==> config.mk <==
export PLATFORM = sky130hd
export DESIGN_NAME = red_pitaya_pwm_sched
export DESIGN_NICKNAME = d
export VERILOG_FILES = /design/src/rtl/red_pitaya_pwm_sched.sv
export SDC_FILE = /design/constraint.sdc
export NUM_CORES = 2
export LEC_CHECK = 0
export ABC_AREA = 1
export BUFFER_PORTS_ARGS = -buffer_cell sky130_fd_sc_hd__buf_2
export CAP_MARGIN = 20
export CELL_PAD_IN_SITES_DETAIL_PLACEMENT = 0
export CELL_PAD_IN_SITES_GLOBAL_PLACEMENT = 2
export CORE_MARGIN = 2
export CORE_UTILIZATION = 32
export DETAILED_ROUTE_END_ITERATION = 10
export GPL_ROUTABILITY_DRIVEN = 0
export PLACE_DENSITY = 0.89
export SYNTH_ARGS = -nofsm -noshare
export SYNTH_HDL_FRONTEND = slang
export SYNTH_SLANG_ARGS = --single-unit
==> constraint.sdc <==
create_clock -name clk -period 4.9 [get_ports clk]
set_input_delay 0.245 -clock clk [delete_from_list [all_inputs] [get_ports clk]]
set_output_delay 0.245 -clock clk [all_outputs]
set_load 0.05 [all_outputs]
==> src/rtl/red_pitaya_pwm_sched.sv <==
// rtl/red_pitaya_pwm_sched.sv - period-aligned duty/mode/divider commit sequencer with slew-limited ramps
module red_pitaya_pwm_sched #(
    parameter int N_CH = 4,
    parameter int CCW  = 24
) (
    input  logic                clk,
    input  logic                rst,
    input  logic [7:0]          sys_addr,
    input  logic [31:0]         sys_wdata,
    input  logic                sys_wen,
    input  logic                sys_ren,
    output logic [31:0]         sys_rdata,
    output logic                sys_ack,
    output logic                sys_err,
    input  logic [N_CH-1:0]     pwm_sync_i,
    output logic [N_CH*CCW-1:0] cfg_o,
    output logic [N_CH-1:0]     mode_o,
    output logic [15:0]         freq_div_o,
    output logic [N_CH-1:0]     busy_o
);

    typedef enum logic [1:0] {
        S_IDLE  = 2'd0,
        S_ARMED = 2'd1,
        S_RAMP  = 2'd2
    } state_t;

    localparam logic [4:0] NCH5 = 5'(N_CH);

    logic [CCW-1:0] tgt_sh_q  [N_CH];
    logic [CCW-1:0] tgt_sh_d  [N_CH];
    logic [CCW-1:0] step_sh_q [N_CH];
    logic [CCW-1:0] step_sh_d [N_CH];
    logic [CCW-1:0] tgt_a_q   [N_CH];
    logic [CCW-1:0] tgt_a_d   [N_CH];
    logic [CCW-1:0] step_a_q  [N_CH];
    logic [CCW-1:0] step_a_d  [N_CH];
    logic [CCW-1:0] cur_q     [N_CH];
    logic [CCW-1:0] cur_d     [N_CH];
    state_t         state_q   [N_CH];
    state_t         state_d   [N_CH];
    logic [N_CH-1:0] mode_sh_q, mode_sh_d;
    logic [N_CH-1:0] mode_a_q, mode_a_d;
    logic [N_CH-1:0] mode_q, mode_d;
    logic [15:0]     fd_sh_q, fd_sh_d;
    logic [15:0]     fd_q, fd_d;
    logic            ack_q, ack_d;
    logic            err_q, err_d;
    logic [31:0]     rdata_q, rdata_d;

    logic [3:0] ch_sel;
    logic [1:0] reg_sel;
    logic       is_fd;
    logic       is_ch;
    logic       unused_ok;

    assign ch_sel    = sys_addr[7:4];
    assign reg_sel   = sys_addr[3:2];
    assign is_fd     = (sys_addr[7:2] == 6'h20);
    assign is_ch     = ({1'b0, ch_sel} < NCH5);
    assign unused_ok = ^{sys_wdata[31:24], sys_addr[1:0]};

    // One slew step toward tgt; a zero step or a gap within one step lands exactly on tgt.
    function automatic logic [CCW-1:0] step_toward(input logic [CCW-1:0] cur,
                                                   input logic [CCW-1:0] tgt,
                                                   input logic [CCW-1:0] stp);
        logic [CCW:0] diff;
        logic [CCW:0] mag;
        diff = {1'b0, tgt} - {1'b0, cur};
        mag  = diff[CCW] ? (~diff + 1'b1) : diff;
        if (stp == '0 || mag <= {1'b0, stp}) begin
            return tgt;
        end else if (diff[CCW]) begin
            return cur - stp;
        end else begin
            return cur + stp;
        end
    endfunction

    always_ff @(posedge clk) begin
        if (rst) begin
            for (int k = 0; k < N_CH; k++) begin
                tgt_sh_q[k]  <= '0;
                step_sh_q[k] <= '0;
                tgt_a_q[k]   <= '0;
                step_a_q[k]  <= '0;
                cur_q[k]     <= '0;
                state_q[k]   <= S_IDLE;
            end
            mode_sh_q <= '0;
            mode_a_q  <= '0;
            mode_q    <= '0;
            fd_sh_q   <= 16'd1;
            fd_q      <= 16'd1;
            ack_q     <= 1'b0;
            err_q     <= 1'b0;
            rdata_q   <= '0;
        end else begin
            for (int k = 0; k < N_CH; k++) begin
                tgt_sh_q[k]  <= tgt_sh_d[k];
                step_sh_q[k] <= step_sh_d[k];
                tgt_a_q[k]   <= tgt_a_d[k];
                step_a_q[k]  <= step_a_d[k];
                cur_q[k]     <= cur_d[k];
                state_q[k]   <= state_d[k];
            end
            mode_sh_q <= mode_sh_d;
            mode_a_q  <= mode_a_d;
            mode_q    <= mode_d;
            fd_sh_q   <= fd_sh_d;
            fd_q      <= fd_d;
            ack_q     <= ack_d;
            err_q     <= err_d;
            rdata_q   <= rdata_d;
        end
    end

    always_comb begin
        logic wr_k, ctrl_wr, go, abort, sync;
        mode_sh_d = mode_sh_q;
        mode_a_d  = mode_a_q;
        mode_d    = mode_q;
        fd_sh_d   = fd_sh_q;
        fd_d      = pwm_sync_i[0] ? fd_sh_q : fd_q;
        if (sys_wen && is_fd) begin
            fd_sh_d = (sys_wdata[15:0] == 16'd0) ? 16'd1 : sys_wdata[15:0];
        end
        for (int k = 0; k < N_CH; k++) begin
            tgt_sh_d[k]  = tgt_sh_q[k];
            step_sh_d[k] = step_sh_q[k];
            tgt_a_d[k]   = tgt_a_q[k];
            step_a_d[k]  = step_a_q[k];
            cur_d[k]     = cur_q[k];
            state_d[k]   = state_q[k];
            wr_k    = sys_wen && is_ch && (ch_sel == 4'(k));
            ctrl_wr = wr_k && (reg_sel == 2'd2);
            abort   = ctrl_wr && sys_wdata[2];
            go      = ctrl_wr && sys_wdata[1];
            sync    = pwm_sync_i[k];
            if (wr_k && reg_sel == 2'd0) tgt_sh_d[k]  = sys_wdata[CCW-1:0];
            if (wr_k && reg_sel == 2'd1) step_sh_d[k] = sys_wdata[CCW-1:0];
            if (ctrl_wr) mode_sh_d[k] = sys_wdata[0];
            if (abort) begin
                state_d[k] = S_IDLE;
            end else begin
                // A sync coinciding with go acts on the state and targets latched before the write.
                if (sync && state_q[k] != S_IDLE) begin
                    cur_d[k]   = step_toward(cur_q[k], tgt_a_q[k], step_a_q[k]);
                    mode_d[k]  = mode_a_q[k];
                    state_d[k] = (cur_d[k] == tgt_a_q[k]) ? S_IDLE : S_RAMP;
                end
                if (go) begin
                    tgt_a_d[k]  = tgt_sh_q[k];
                    step_a_d[k] = step_sh_q[k];
                    mode_a_d[k] = sys_wdata[0];
                    if (state_q[k] == S_IDLE) begin
                        state_d[k] = S_ARMED;
                    end else if (sync) begin
                        state_d[k] = S_RAMP;
                    end
                end
            end
        end
    end

    always_comb begin
        ack_d   = sys_wen || sys_ren;
        err_d   = 1'b0;
        rdata_d = '0;
        if (sys_wen || sys_ren) begin
            if (!is_fd && !is_ch) begin
                err_d = 1'b1;
            end else if (sys_ren && is_fd) begin
                rdata_d = {16'd0, fd_sh_q};
            end else if (sys_ren) begin
                for (int k = 0; k < N_CH; k++) begin
                    if (ch_sel == 4'(k)) begin
                        case (reg_sel)
                            2'd0:    rdata_d = 32'(tgt_sh_q[k]);
                            2'd1:    rdata_d = 32'(step_sh_q[k]);
                            2'd2:    rdata_d = {31'd0, mode_sh_q[k]};
                            default: rdata_d = {6'd0, state_q[k], cur_q[k]};
                        endcase
                    end
                end
            end
        end
    end

    always_comb begin
        for (int k = 0; k < N_CH; k++) begin
            cfg_o[k*CCW +: CCW] = cur_q[k];
            busy_o[k]           = (state_q[k] != S_IDLE);
        end
        mode_o     = mode_q;
        freq_div_o = fd_q;
        sys_ack    = ack_q;
        sys_err    = err_q;
        sys_rdata  = rdata_q;
    end

endmodule

Yosys cells after proc, flatten, opt, wreduce, memory -nomap -nowiden --
Memories as Yosys holds them, arrays and structs flattened. Index checks and enable logic that the tools add are counted.
Operators by class: $add $sub $neg 16, $lt $le $gt $ge 5, equal/unequal tests 10, muxes and demuxes 115, bitwise logic cells 34, reduce and logical (&&, ||, !) cells 65
Operator list (number):
- two-way mux 24 bit | 68
- one-hot mux 26 bit (3 select lines) | 4
- adder 25 x 1 -> 25 bit, second input constant | 4
- <= comparator 25 x 24 -> 1 bit | 4
- two-way mux 25 bit | 4
- inverter 25 bit | 4
- subtractor 24 x 24 -> 25 bit | 4
- adder 24 bit | 4
- equality test 24 bit | 4
- logical NOT 24 bit | 4
- two-way mux 32 bit | 3
- subtractor 24 bit | 4
- two-way mux 2 bit | 28
- two-way mux 16 bit | 3
- logical AND 1 bit | 32
- two-way mux 26 bit | 1
- OR 1 bit | 24
- logical NOT 16 bit | 1
- AND reduction 2 bit | 8
- logical NOT 2 bit | 5
- equality test 4 x 2 -> 1 bit, second input constant | 2
- nonzero test 2 bit | 4
- equality test 6 bit, second input constant | 1
- inverter 1 bit | 6
- other kinds (11) | 19
Storage, ports and cells: register bits after elaboration 78, memory bits (writable) 488, input port bits 48, output and inout port bits 154, memories kept 6
Memory list:
- cur_q | depth 4, width 24, rd ports 4, clocked after memory_dff 0, wr ports 4, RTL line 38 | logic [CCW-1:0] cur_q [N_CH];
- step_a_q | depth 4, width 24, rd ports 4, clocked after memory_dff 0, wr ports 4, RTL line 36 | logic [CCW-1:0] step_a_q [N_CH];
- step_sh_q | depth 4, width 24, rd ports 4, clocked after memory_dff 0, wr ports 4, RTL line 32 | logic [CCW-1:0] step_sh_q [N_CH];
- tgt_a_q | depth 4, width 24, rd ports 4, clocked after memory_dff 0, wr ports 4, RTL line 34 | logic [CCW-1:0] tgt_a_q [N_CH];
- tgt_sh_q | depth 4, width 24, rd ports 4, clocked after memory_dff 0, wr ports 4, RTL line 30 | logic [CCW-1:0] tgt_sh_q [N_CH];
- state_q | depth 4, width 2, rd ports 4, clocked after memory_dff 0, wr ports 4, RTL line 40 | state_t state_q [N_CH];

Logic depth before layout (Yosys ltp) --
An unclocked memory read counts as a cell.
word-level depth 18, gate-level depth with buffers 43, gate-level depth less buffers 42

Worst setup path before layout --
Ideal clock, no wire load.
path kind reg2reg, start memory cur_q[0][0], end register with a tool-made name, setup time 119 ps, arrival 5235 ps, data required time 4781 ps, slack -454 ps, stages on the path, launching flop included 37, path buffers 2, period minus slack after synthesis 5354 ps, cell sequence dfxtp_1 > ha_1 > fa_1 > inv_1 > nand3_1 > nand2_1 > nand2_1 > nand2_1 > inv_1 > o21ai_1 > inv_1 > o21ai_0 > clkbuf_1 > clkbuf_1 > nand2_1 > xor2_1 > ha_1 > a21oi_1 > nand2_1 > a21oi_1 > o21ai_0 > a21boi_0 > o21ai_0 > a21oi_1 > nor2_1 > nor2_1 > nand2_1 > nand2_1 > inv_1 > nand3_1 > nand2_1 > nor2_1 > nand2_1 > nor2_1 > nand3_1 > nand2_1 > a21oi_1
RTL lines (RTL line):
- start, declared | 38

==> results_dict.tcl <==
set metrics [dict create \
    run_status "finished, violations left" \
    violated_checks "setup timing" \
    layout-drive-gt1-share_pct 28.8 \
    synth_common_cells "sky130_fd_sc_hd__nand2_1 (1088), sky130_fd_sc_hd__inv_1 (808), sky130_fd_sc_hd__o21ai_0 (782)" \
    dr.first_iter.drc_count 4932 \
    global_route.overflow_total 0 \
    grt_first_pass_wirelength_um 275000 \
    setup_slack_ns -0.353 \
    post_drt_wl_per_cell_um 20.6 \
    worst_setup_path_end_kind "flop" \
    synth.most_common_cell "sky130_fd_sc_hd__nand2_1" \
    hold_viol 0 \
    mappedNetlistArea_mm2 0.0414 \
    die-width_um 364 \
    startpoint_type "flop" \
    ys.warnings.count 0 \
    layoutNonFillerInstCount 9295 \
    power.net_switching_mw 5.23 \
    library_cells_used_by_synthesis 68 \
    synth.ff_latch_count 560 \
    cellInternalPower_mw 10.1 \
    dieHeight_um 364 \
    vias 49300 \
    syn_inst 6301 \
    synth-compound-area-share_pct 24.1 \
    yosys-mux-area-fraction_pct 0 \
    worst-endpoint-arrival_ns 5.78 \
    num-nets-final 7850 \
    power.density_mw_per_mm2 260 \
    die_area_mm2 0.132 \
    fp.coreArea_mm2 0.128 \
    seq_power_share_pct 29.9 \
    antenna_found_initial 11 \
    grtUsageTotal_pct 27.1 \
    met3RoutedLength_um 14700 \
    max_clock_freq_ghz 0.190 \
    initial_core_util_pct 32.3 \
    register_area_share_after_synthesis_pct 27.1 \
    synth-edff-count 0 \
    finalPower_mw 15.4 \
    grt_start_max_net_pins 175 \
    worst_setup_hold_path_clk_slew_ns 0.06 \
    clkLatencyLatePin_ns 0.66 \
    p_clk_share_pct 37.8 \
    detail_route.wirelength_um 192000 \
    first_global_vias 45600 \
    timing_max_transition_violations_final 0 \
    place_hpwl_um 145000 \
    power.switching_fraction_pct 34.0 \
    post_drt_via_cell_ratio 5.31 \
    synth_top_area_share_pct 27.1 \
    pre_cts_slack_ns -1.37 \
    synth_top_family_by_area "compound AO/OA/AOI/OAI gates" \
    drt_drc_violations_left 0 \
    post-place-cells 9011 \
    tns_ns -4.42 \
    setup_repair_after_global_routing_missed_its_margin "yes" \
    combPwrFrac_pct 32.3 \
    cts_tree "yes" \
    min_period_over_period_pct 107 \
    timing_worst_setup_path_type "reg -> reg" \
    worst_pin_slew_ns 1.09 \
    finish_stage_setup_viols 32 \
    worst_path_most_repeated_cell "sky130_fd_sc_hd__nand2_1" \
    synth_fa_ha_area_share_pct 9.21 \
    drt-met1-wl_um 82900 \
    period_minus_slack_ns 5.25 \
    synthSimpleGateAreaFrac_pct 22.6 \
    hp-class "in -> reg" \
    clock_tree.buffer_depth 3 \
    min_from "sys_wdata[0]" \
    netlist_top_cells_area "sky130_fd_sc_hd__dfxtp_1 (27%), sky130_fd_sc_hd__nand2_1 (9.9%), sky130_fd_sc_hd__o21ai_0 (9.5%)" \
    top_level_ports 202 \
    cp_max_fo 11 \
    worst_r2r_startpoint "tgt_a_q[3][0]" \
    timing.critical_path.required_ns 5.43 \
    cap_violations 0 \
    clockRootBuffer "sky130_fd_sc_hd__clkbuf_16" \
    clock_sink_count 560 \
    worst_path_largest_cell_delay_ns 0.35 \
    placementRows 131 \
    crit_slowest_cell "sky130_fd_sc_hd__fa_2" \
    clock_skew_ns 0.0271 \
    avgSynthCellArea_um2 6.57 \
    ir_drop_worst_case_vdd_mv 0.202 \
    synth_largest_area_cell "sky130_fd_sc_hd__dfxtp_1" \
    layout_stage_area_growth_over_the_synthesis_result_pct 42.7 \
    worst_case_headroom_to_the_max_slew_limit_pct 26.8 \
    io_buffers 185 \
    post_synth_xor_area_fraction_pct 6.48 \
    crit_path_from "tgt_a_q[3][0]" \
    top_layer_used "met5" \
    cts_made_buffers 72 \
    htreeDepth 3 \
    first_pass_iters 8 \
    synth_async_sr_flop_share_pct 0 \
    leakagePower_nw 29.1 \
    ant_nets 0 \
    synth-main-ff-cell "sky130_fd_sc_hd__dfxtp_1" \
    route.met2.wl_um 85000 \
]
routing by layer:
| layer | up-vias | GRT usage (%) |
|---|---|---|
| li1 | 23600 | - |
| met4 | 6 | 10.8 |
| met3 | 390 | 3.64 |
| met2 | 1942 | 43.5 |
| met1 | 23300 | 36.7 |
| met5 | - | 0 |
timing repair:
action / CTS / global route
setup endpoints to repair: 100 / 100
gates resized for setup: 309 / 627
pin swaps: 98 / 226
endpoints found under the hold margin: 4 / 0
buffers inserted: 50 / 72
hold buffers: 5 / 0
gates cloned: 11 / 19
per-stage QoR:
step / util, % / cell area (µm²) / hold WS (ns)
2_1_floorplan: - / 41400 / 0.337
3_3_place_gp: 40.3 / 51500 / 0.441
3_5_place_dp: 40.3 / 51500 / 0.448
4_1_cts: 43.7 / 56000 / 0.0247
5_1_grt: 46.1 / 59000 / 0.0527
6_report: 46.1 / 59000 / 0.0570
final timing paths:
kind / end / slack (ns) / depth (start not counted)
setup / recovery: flop / -0.35 / 37
hold / removal: mode_a_q[3] / 0.06 / 3
setup reg to reg: flop / -0.35 / 37
hold reg to reg: mode_a_q[3] / 0.45 / 2
flip-flops by register name, indices dropped and copies added (netlist names), 16 cells and up, named ones only:
name and count:
sys_rdata 26, fd_sh_q 16, step_sh_q 96, tgt_a_q 96
tgt_sh_q 96, cur_q 96, freq_div_o 16, step_a_q 96
layout by cell type (no fill, tap or decap), types with 30 or more instances in the layout:
cell type / netlist / final
sky130_fd_sc_hd__nor3_1: 73 / 50
sky130_fd_sc_hd__nand3_2: 4 / 39
sky130_fd_sc_hd__nand3_1: 212 / 168
sky130_fd_sc_hd__o21ai_1: 18 / 60
sky130_fd_sc_hd__xnor2_1: 80 / 70
sky130_fd_sc_hd__nor2_1: 500 / 427
sky130_fd_sc_hd__a21oi_1: 781 / 716
sky130_fd_sc_hd__buf_4: 18 / 1105
sky130_fd_sc_hd__a21oi_2: 4 / 66
sky130_fd_sc_hd__buf_6: 5 / 41
sky130_fd_sc_hd__buf_2: 17 / 185
sky130_fd_sc_hd__inv_2: 20 / 32
sky130_fd_sc_hd__clkbuf_16: 0 / 84
sky130_fd_sc_hd__nand2_2: 10 / 109
sky130_fd_sc_hd__nand4_1: 200 / 200
sky130_fd_sc_hd__o22ai_1: 36 / 36
sky130_fd_sc_hd__xor2_1: 214 / 201
sky130_fd_sc_hd__nand2_4: 2 / 43
sky130_fd_sc_hd__nand2_1: 1088 / 943
sky130_fd_sc_hd__dfxtp_1: 560 / 540
sky130_fd_sc_hd__nor2_2: 8 / 57
sky130_fd_sc_hd__o21ai_0: 782 / 653
sky130_fd_sc_hd__inv_1: 808 / 790
sky130_fd_sc_hd__a221oi_1: 33 / 30
sky130_fd_sc_hd__ha_4: 0 / 30
sky130_fd_sc_hd__ha_1: 292 / 258
sky130_fd_sc_hd__o21ai_2: 3 / 69
power by group through the flow:
stage          logic (mW)  registers [mW]  clock network [mW]
4_1_cts              4.15            4.60                5.86
5_1_grt              5.29            4.60                6.03
3_3_place_gp         3.60            4.70                   0
3_5_place_dp         3.64            4.70                   0
2_1_floorplan        2.06            4.73                   0
6_report             4.96            4.60                5.80
critical path, delay by kind of cell (launching register included):
family | cells | cell delay, ns
compound gates | 4 | 0.63
xor+xnor | 2 | 0.53
fa+ha+maj | 3 | 0.83
buf+inv | 8 | 0.86
flops | 1 | 0.33
simple gates | 20 | 1.94
cell type report:
type / count / area, µm²
inverter: 847 / 3210
clock inverter: 36 / 522
clock buffer: 94 / 2010
fill: 13000 / 69000
timing repair buffer: 1397 / 11000
antenna: 8 / 20.0
tap: 1729 / 2160
sequential: 560 / 11200
timing repair inverter: 1 / 8.76
multi-input combinational: 4623 / 28900
cells by family after synthesis:
| logic type | count (synthesis) |
|---|---|
| AND/OR/NAND/NOR | 2176 |
| flip-flops | 560 |
| XOR/XNOR | 300 |
| adder cells (fa/ha/maj) | 300 |
| AO/OA/AOI/OAI | 1841 |
| buffers and inverters | 1123 |
| other | 1 |
Power figures use the tool's default switching activity.
